==> config.mk <==
export PLATFORM = sky130hd
export DESIGN_NAME = bcd2bin_16_flat
export DESIGN_NICKNAME = d
export VERILOG_FILES = /design/src/rtl/bcd2bin_16_if.sv /design/src/rtl/bcd2bin_16.sv /design/src/flat_wrapper.sv
export SDC_FILE = /design/constraint.sdc
export NUM_CORES = 1
export LEC_CHECK = 0
export BUFFER_PORTS_ARGS = -buffer_cell sky130_fd_sc_hd__buf_2
export CORE_UTILIZATION = 35
export DETAILED_ROUTE_END_ITERATION = 6
export PLACE_DENSITY = 0.51
export SLEW_MARGIN = 20
export SYNTH_ARGS = -nofsm -noshare
export SYNTH_HDL_FRONTEND = slang
export SYNTH_SLANG_ARGS = --single-unit
==> constraint.sdc <==
create_clock -name clk -period 3.05 [get_ports clk]
set_input_delay 0.4575 -clock clk [delete_from_list [all_inputs] [get_ports clk]]
set_output_delay 0.4575 -clock clk [all_outputs]
set_load 0.005 [all_outputs]
==> src/rtl/bcd2bin_16_if.sv <==
// Handshake and data bundle between a decimal-entry front end and the BCD-to-binary converter.
// dbg_state mirrors the converter FSM so checkers can bind to it directly.
interface bcd2bin_16_if #(
    parameter int W    = 16,
    parameter int NDIG = 5
);
    logic                 start;
    logic [4*NDIG-1:0]    bcd_in;
    logic                 busy;
    logic                 done;
    logic [W-1:0]         bin;
    logic                 ovf;
    logic                 err;
    logic [1:0]           dbg_state;

    // start is sampled only while idle; done is a one-cycle pulse qualifying bin/ovf/err,
    // which then hold until the next completion. busy covers exactly the conversion cycles.
    modport master (
        output start, bcd_in,
        input  busy, done, bin, ovf, err, dbg_state
    );

    modport slave (
        input  start, bcd_in,
        output busy, done, bin, ovf, err, dbg_state
    );
endinterface

==> src/rtl/bcd2bin_16.sv <==
// Sequential BCD-to-binary converter: one decimal digit per clock via acc*10 + digit,
// with saturation on overflow and a fixed-latency invalid-digit flag.
module bcd2bin_16 #(
    parameter int W    = 16,
    parameter int NDIG = 5
) (
    input  logic         clk,
    input  logic         rst_n,
    bcd2bin_16_if.slave  bus
);
    localparam int CW = (NDIG > 1) ? $clog2(NDIG) : 1;
    localparam int AW = W + 4;

    localparam logic [1:0] IDLE = 2'd0;
    localparam logic [1:0] CONV = 2'd1;
    localparam logic [1:0] DONE = 2'd2;

    localparam logic [AW-1:0] MAX_VAL = {{4{1'b0}}, {W{1'b1}}};

    logic [1:0]          state_q, state_d;
    logic [4*NDIG-1:0]   sr_q, sr_d;
    logic [AW-1:0]       acc_q, acc_d;
    logic [CW-1:0]       cnt_q, cnt_d;
    logic                bad_q, bad_d;
    logic                sat_q, sat_d;
    logic [W-1:0]        bin_q, bin_d;
    logic                ovf_q, ovf_d;
    logic                err_q, err_d;

    logic [3:0]          top_dig;
    logic [AW-1:0]       acc_nxt;
    logic                bad_in;

    always_comb begin
        top_dig = sr_q[4*NDIG-1 -: 4];
        acc_nxt = (acc_q << 3) + (acc_q << 1) + {{(AW-4){1'b0}}, top_dig};
        bad_in  = 1'b0;
        for (int i = 0; i < NDIG; i++) begin
            if (bus.bcd_in[4*i +: 4] > 4'd9) bad_in = 1'b1;
        end
    end

    always_comb begin
        state_d = state_q;
        sr_d    = sr_q;
        acc_d   = acc_q;
        cnt_d   = cnt_q;
        bad_d   = bad_q;
        sat_d   = sat_q;
        bin_d   = bin_q;
        ovf_d   = ovf_q;
        err_d   = err_q;
        case (state_q)
            IDLE: begin
                if (bus.start) begin
                    sr_d    = bus.bcd_in;
                    acc_d   = '0;
                    sat_d   = 1'b0;
                    bad_d   = bad_in;
                    cnt_d   = CW'(NDIG - 1);
                    state_d = CONV;
                end
            end
            CONV: begin
                // Once saturated, acc stays pinned so the remaining digits cannot wrap it.
                if (sat_q || (acc_nxt > MAX_VAL)) begin
                    acc_d = MAX_VAL;
                    sat_d = 1'b1;
                end else begin
                    acc_d = acc_nxt;
                end
                sr_d  = sr_q << 4;
                cnt_d = cnt_q - 1'b1;
                if (cnt_q == '0) begin
                    state_d = DONE;
                    if (bad_q) begin
                        bin_d = '0;
                        err_d = 1'b1;
                        ovf_d = 1'b0;
                    end else begin
                        bin_d = acc_d[W-1:0];
                        err_d = 1'b0;
                        ovf_d = sat_d;
                    end
                end
            end
            DONE:    state_d = IDLE;
            default: state_d = IDLE;
        endcase
    end

    always_ff @(posedge clk) begin
        if (!rst_n) begin
            state_q <= IDLE;
            sr_q    <= '0;
            acc_q   <= '0;
            cnt_q   <= '0;
            bad_q   <= 1'b0;
            sat_q   <= 1'b0;
            bin_q   <= '0;
            ovf_q   <= 1'b0;
            err_q   <= 1'b0;
        end else begin
            state_q <= state_d;
            sr_q    <= sr_d;
            acc_q   <= acc_d;
            cnt_q   <= cnt_d;
            bad_q   <= bad_d;
            sat_q   <= sat_d;
            bin_q   <= bin_d;
            ovf_q   <= ovf_d;
            err_q   <= err_d;
        end
    end

    assign bus.busy      = (state_q == CONV);
    assign bus.done      = (state_q == DONE);
    assign bus.bin       = bin_q;
    assign bus.ovf       = ovf_q;
    assign bus.err       = err_q;
    assign bus.dbg_state = state_q;
endmodule

==> src/flat_wrapper.sv <==
// flat-port wrapper written by rule: the top's interface ports become plain ports
module bcd2bin_16_flat 
#(
    parameter int W    = 16,
    parameter int NDIG = 5
)
  (clk, rst_n, bus_start, bus_bcd_in, bus_busy, bus_done, bus_bin, bus_ovf, bus_err, bus_dbg_state);
  bcd2bin_16_if #(.W(W), .NDIG(NDIG)) bus_i ();
  input  logic clk;
  input  logic rst_n;
  input wire logic [$bits(bus_i.start)-1:0] bus_start;
  input wire logic [$bits(bus_i.bcd_in)-1:0] bus_bcd_in;
  output wire logic [$bits(bus_i.busy)-1:0] bus_busy;
  output wire logic [$bits(bus_i.done)-1:0] bus_done;
  output wire logic [$bits(bus_i.bin)-1:0] bus_bin;
  output wire logic [$bits(bus_i.ovf)-1:0] bus_ovf;
  output wire logic [$bits(bus_i.err)-1:0] bus_err;
  output wire logic [$bits(bus_i.dbg_state)-1:0] bus_dbg_state;
  assign bus_i.start = bus_start;
  assign bus_i.bcd_in = bus_bcd_in;
  assign bus_busy = bus_i.busy;
  assign bus_done = bus_i.done;
  assign bus_bin = bus_i.bin;
  assign bus_ovf = bus_i.ovf;
  assign bus_err = bus_i.err;
  assign bus_dbg_state = bus_i.dbg_state;
  bcd2bin_16 #(.W(W), .NDIG(NDIG)) u_core (.clk(clk), .rst_n(rst_n), .bus(bus_i));
endmodule
==> impl_metrics.csv <==
group,metric,value,unit
timing,setup_slack,-26.7,ps
yosys,synth_fa_ha_area_share,12.9,%
setup_path,reg2reg_depth,11,
setup_path,cp_top_family,"compound AO/OA/AOI/OAI gates",
timing,max_freq,325,MHz
drt,antenna_left,0,
layout,instances_no_fill,642,
timing,setup_violations,12,
yosys,synthCells,452,
clock_network,worstSkewPairLatency,340,ps
clock_network,cts_buffers,9,
yosys,syn_nets,513,
power_and_ir_drop,p_int,0.00165,W
drt,drt_iter0_drc,162,
yosys,yosys-top-cells-area,"dfxtp_1 34%, ha_1 12%, a21oi_1 6.1%",
yosys,synth_compound_area_share,26.7,%
global_route,grt_antenna_before_repair,0,
global_route,grt_overflow,0,
min_path,hold_class,"input port to flip-flop",
die,start_util,36.5,%
setup_path,ff2ff_setup_slack,-30,ps
drt,wl,10500,um
clock_network,clock-sinks,64,
status,violations,"negative setup slack",
yosys,yosys.area_share.simple,18.2,%
power_and_ir_drop,ir_worst_vdd,300,uV
drt,drc_errors,0,
layout,drive_gt1_share,24.1,%
yosys,ys.flop_type,"dfxtp_1",
drt,vias_per_cell,5.35,
layout,fillCellCount,1091,
global_route,grt_pass1_wl,17300,um
yosys,yosysWarnings,0,
clock_network,cts_tree,"yes",
yosys,synthArstFlopShare,0,%
global_route,grt_usage,19.5,%
drt,wl_per_cell,16.4,um
yosys,ys_seq_elements,64,
clock_network,cts_hold_buf,0,
power_and_ir_drop,swShare,37.1,%
yosys,synth.avg_cell_area,8.41,um2
global_route,grt_max_degree,47,
power_and_ir_drop,pwr-share-clk,26.3,%
yosys,yosysUniqueCellTypes,51,
layout,syn2layout_area_growth,20.6,%
die,dieArea,11300,um2
layout,final_common_cell,"dfxtp_1",
timing,skew,12.4,ps
setup_path,cp.required,3310,ps
clock_network,htree_levels,3,
yosys,yosysTopAreaCell,"dfxtp_1",
power_and_ir_drop,combPwrFrac,35.3,%
yosys,ys_seq_area_share,33.7,%
clock_network,clk_pin_slew,80,ps
yosys,synth_edf_count,0,
timing,rsz0062_at_grt,"true",
setup_path,critical_path_class,"flip-flop to flip-flop",
timing,fin_crit,3080,ps
yosys,synth_top_cell_area_share,33.7,%
die,die_w,106,um
power_and_ir_drop,power,0.00262,W
yosys,synthMuxAreaShare,0.527,%
power_and_ir_drop,switching_power,0.000972,W
yosys,synth_top_family_by_area,"compound AO/OA/AOI/OAI gates",
timing,final_hold_viol_count,0,
setup_path,crit_buf_inv,2,
timing,worst_slew_pin_slew,841,ps
power_and_ir_drop,total_leakage_power,2.01,nW
layout,final_cell_mix,"61 x dfxtp_1, 60 x nor2_1, 52 x nand2_1",
timing,slew_viol_final,0,
yosys,synth_xor_area_share,3.46,%
layout,final_nets,562,
timing,setup-tns-final,-102,ps
yosys,syn_area,3800,um2
setup_path,cp.depth,11,
setup_path,crit_slowest_cell,"fa_1",
drt,routed-via-count,3433,
die,die_h,106,um
setup_path,crit_fanout,8,
power_and_ir_drop,seqPwrFrac,38.4,%
die,rows,37,
clock_network,clockRootBuffer,"clkbuf_8",
die,core_area,10400,um2
die,io_pins,45,
timing,relSlewSlack,43.7,%
flow_run,max_cap_violations,0,
placed_design,dpl.hpwl,7200,um
global_route,grt_pass1_vias,3348,
placed_design,gp_congestion,0.812,
placed_design,portBuffers,44,
setup_path,cp-end-kind,"flip-flop",
setup_path,critPathMaxStageDelay,520,ps
timing,period_share,101,%
setup_path,crit_arrival,3340,ps
clock_network,cts_buffer_depth,2,
layout,n_antenna_cell,0,
setup_path,worstSetupStartpointType,"flip-flop",
status,status,"complete, but fails checks",
placed_design,dp_cells,620,
setup_path,path_cells,"fa_1 > fa_2 > a21o_1 > a221oi_4 > o211ai_2 > a221oi_2 > xnor2_2 > nor4_4 > buf_6 > clkbuf_16 > a311oi_1",
power_and_ir_drop,p_per_area,571,nW/um2
min_path,hold_path_depth,3,
drt,drt-pass1-iter-count,5,
## final cells by class
cell class | count | area [um2] | share of cell area (%)
clock inverter | 6 | 43.8 | 0.956
clock buffer | 10 | 138 | 3.00
timing repair buffer | 71 | 494 | 10.8
tap | 136 | 170 | 3.71
sequential | 64 | 1280 | 28.0
multi-input combinational | 349 | 2430 | 53.0
inverter | 6 | 22.5 | 0.491
## metrics by stage
step / hold WS, ps / area, um2 / setup slack (ps) / util [%]
detailed placement: 441 / 4230 / -79.8 / 40.6
global placement: 435 / 4230 / -76.9 / 40.6
global route: 362 / 4580 / -213 / 44.0
finish: 373 / 4580 / -26.7 / 44.0
floorplan: 454 / 3810 / 4.51 / -
CTS: 354 / 4500 / -22.8 / 43.2
## tightest hold or removal path, stage by stage
cell      delay (ps)
buf_2             90
nand2_1           40
a311oi_1          70
## Yosys cell counts (3+ instances only)
cell type  number
inv_1           4
nand4b_1        4
a21oi_1        46
a21o_1          4
a31oi_1         6
o21ai_0        15
dfxtp_1        64
xor2_1          9
o221ai_2        4
nand2_1        52
nand4_1         6
a311oi_1       23
a22oi_1         6
and3_1          6
buf_6           3
xnor2_1         6
nand3_1         5
ha_1           36
o21ai_2        10
nor2b_1         6
clkbuf_1       22
buf_1           7
nor2_1         60
o211ai_1        3
a211oi_1       12
## routing by layer
| layer | vias to the layer above | track usage [%] | wire [um] |
|---|---|---|---|
| met5 | - | 0 | 0 |
| met4 | 0 | 6.55 | 121 |
| met3 | 10 | 3.13 | 293 |
| met2 | 43 | 28.6 | 4540 |
| met1 | 1630 | 28.6 | 5560 |
| li1 | 1750 | - | - |
## power by group through the flow
stage | logic (W) | registers, W | clock network [W]
3_3_place_gp | 0.000765 | 0.00102 | 0
4_1_cts | 0.000848 | 0.00101 | 0.000713
5_1_grt | 0.00102 | 0.00102 | 0.000757
2_1_floorplan | 0.000564 | 0.00100 | 0
3_5_place_dp | 0.000769 | 0.00102 | 0
6_report | 0.000924 | 0.00101 | 0.000688
## flip-flops by register name, indices dropped and copies added, names as in the netlist
register / flops
u_core.bus.bin: 16
u_core.sat_q: 1
u_core.bus.dbg_state: 2
u_core.acc_q: 19
u_core.bus.ovf: 1
u_core.cnt_q: 3
u_core.sr_q: 20
u_core.bad_q: 1
u_core.bus.err: 1
## cell families (layout without fill, tap and decap cells)
logic type / count (synthesis) / in the layout
buffers and inverters: 39 / 93
xor gates and xnor gates: 15 / 15
muxes: 2 / 2
AOI/OAI and AO/OA: 143 / 143
and+or+nand+nor: 151 / 151
DFF: 64 / 64
adders and majority gates: 38 / 38
## path summary, 6_finish.rpt
path	end	start
max reg2reg	u_core.acc_q[13]	u_core.acc_q[0]
min reg2reg	u_core.bus.ovf	u_core.bus.ovf
min	u_core.sr_q[16]	bus_bcd_in[16]
max	u_core.acc_q[13]	u_core.acc_q[0]
## timing repair
action | 4_1_cts | 5_1_grt
pin swaps | 0 | 16
setup endpoints to repair | 34 | 34
buffers inserted | 3 | 0
gates resized for setup | 10 | 6
cloned | 1 | 2
(Power assumes the default switching activity.)
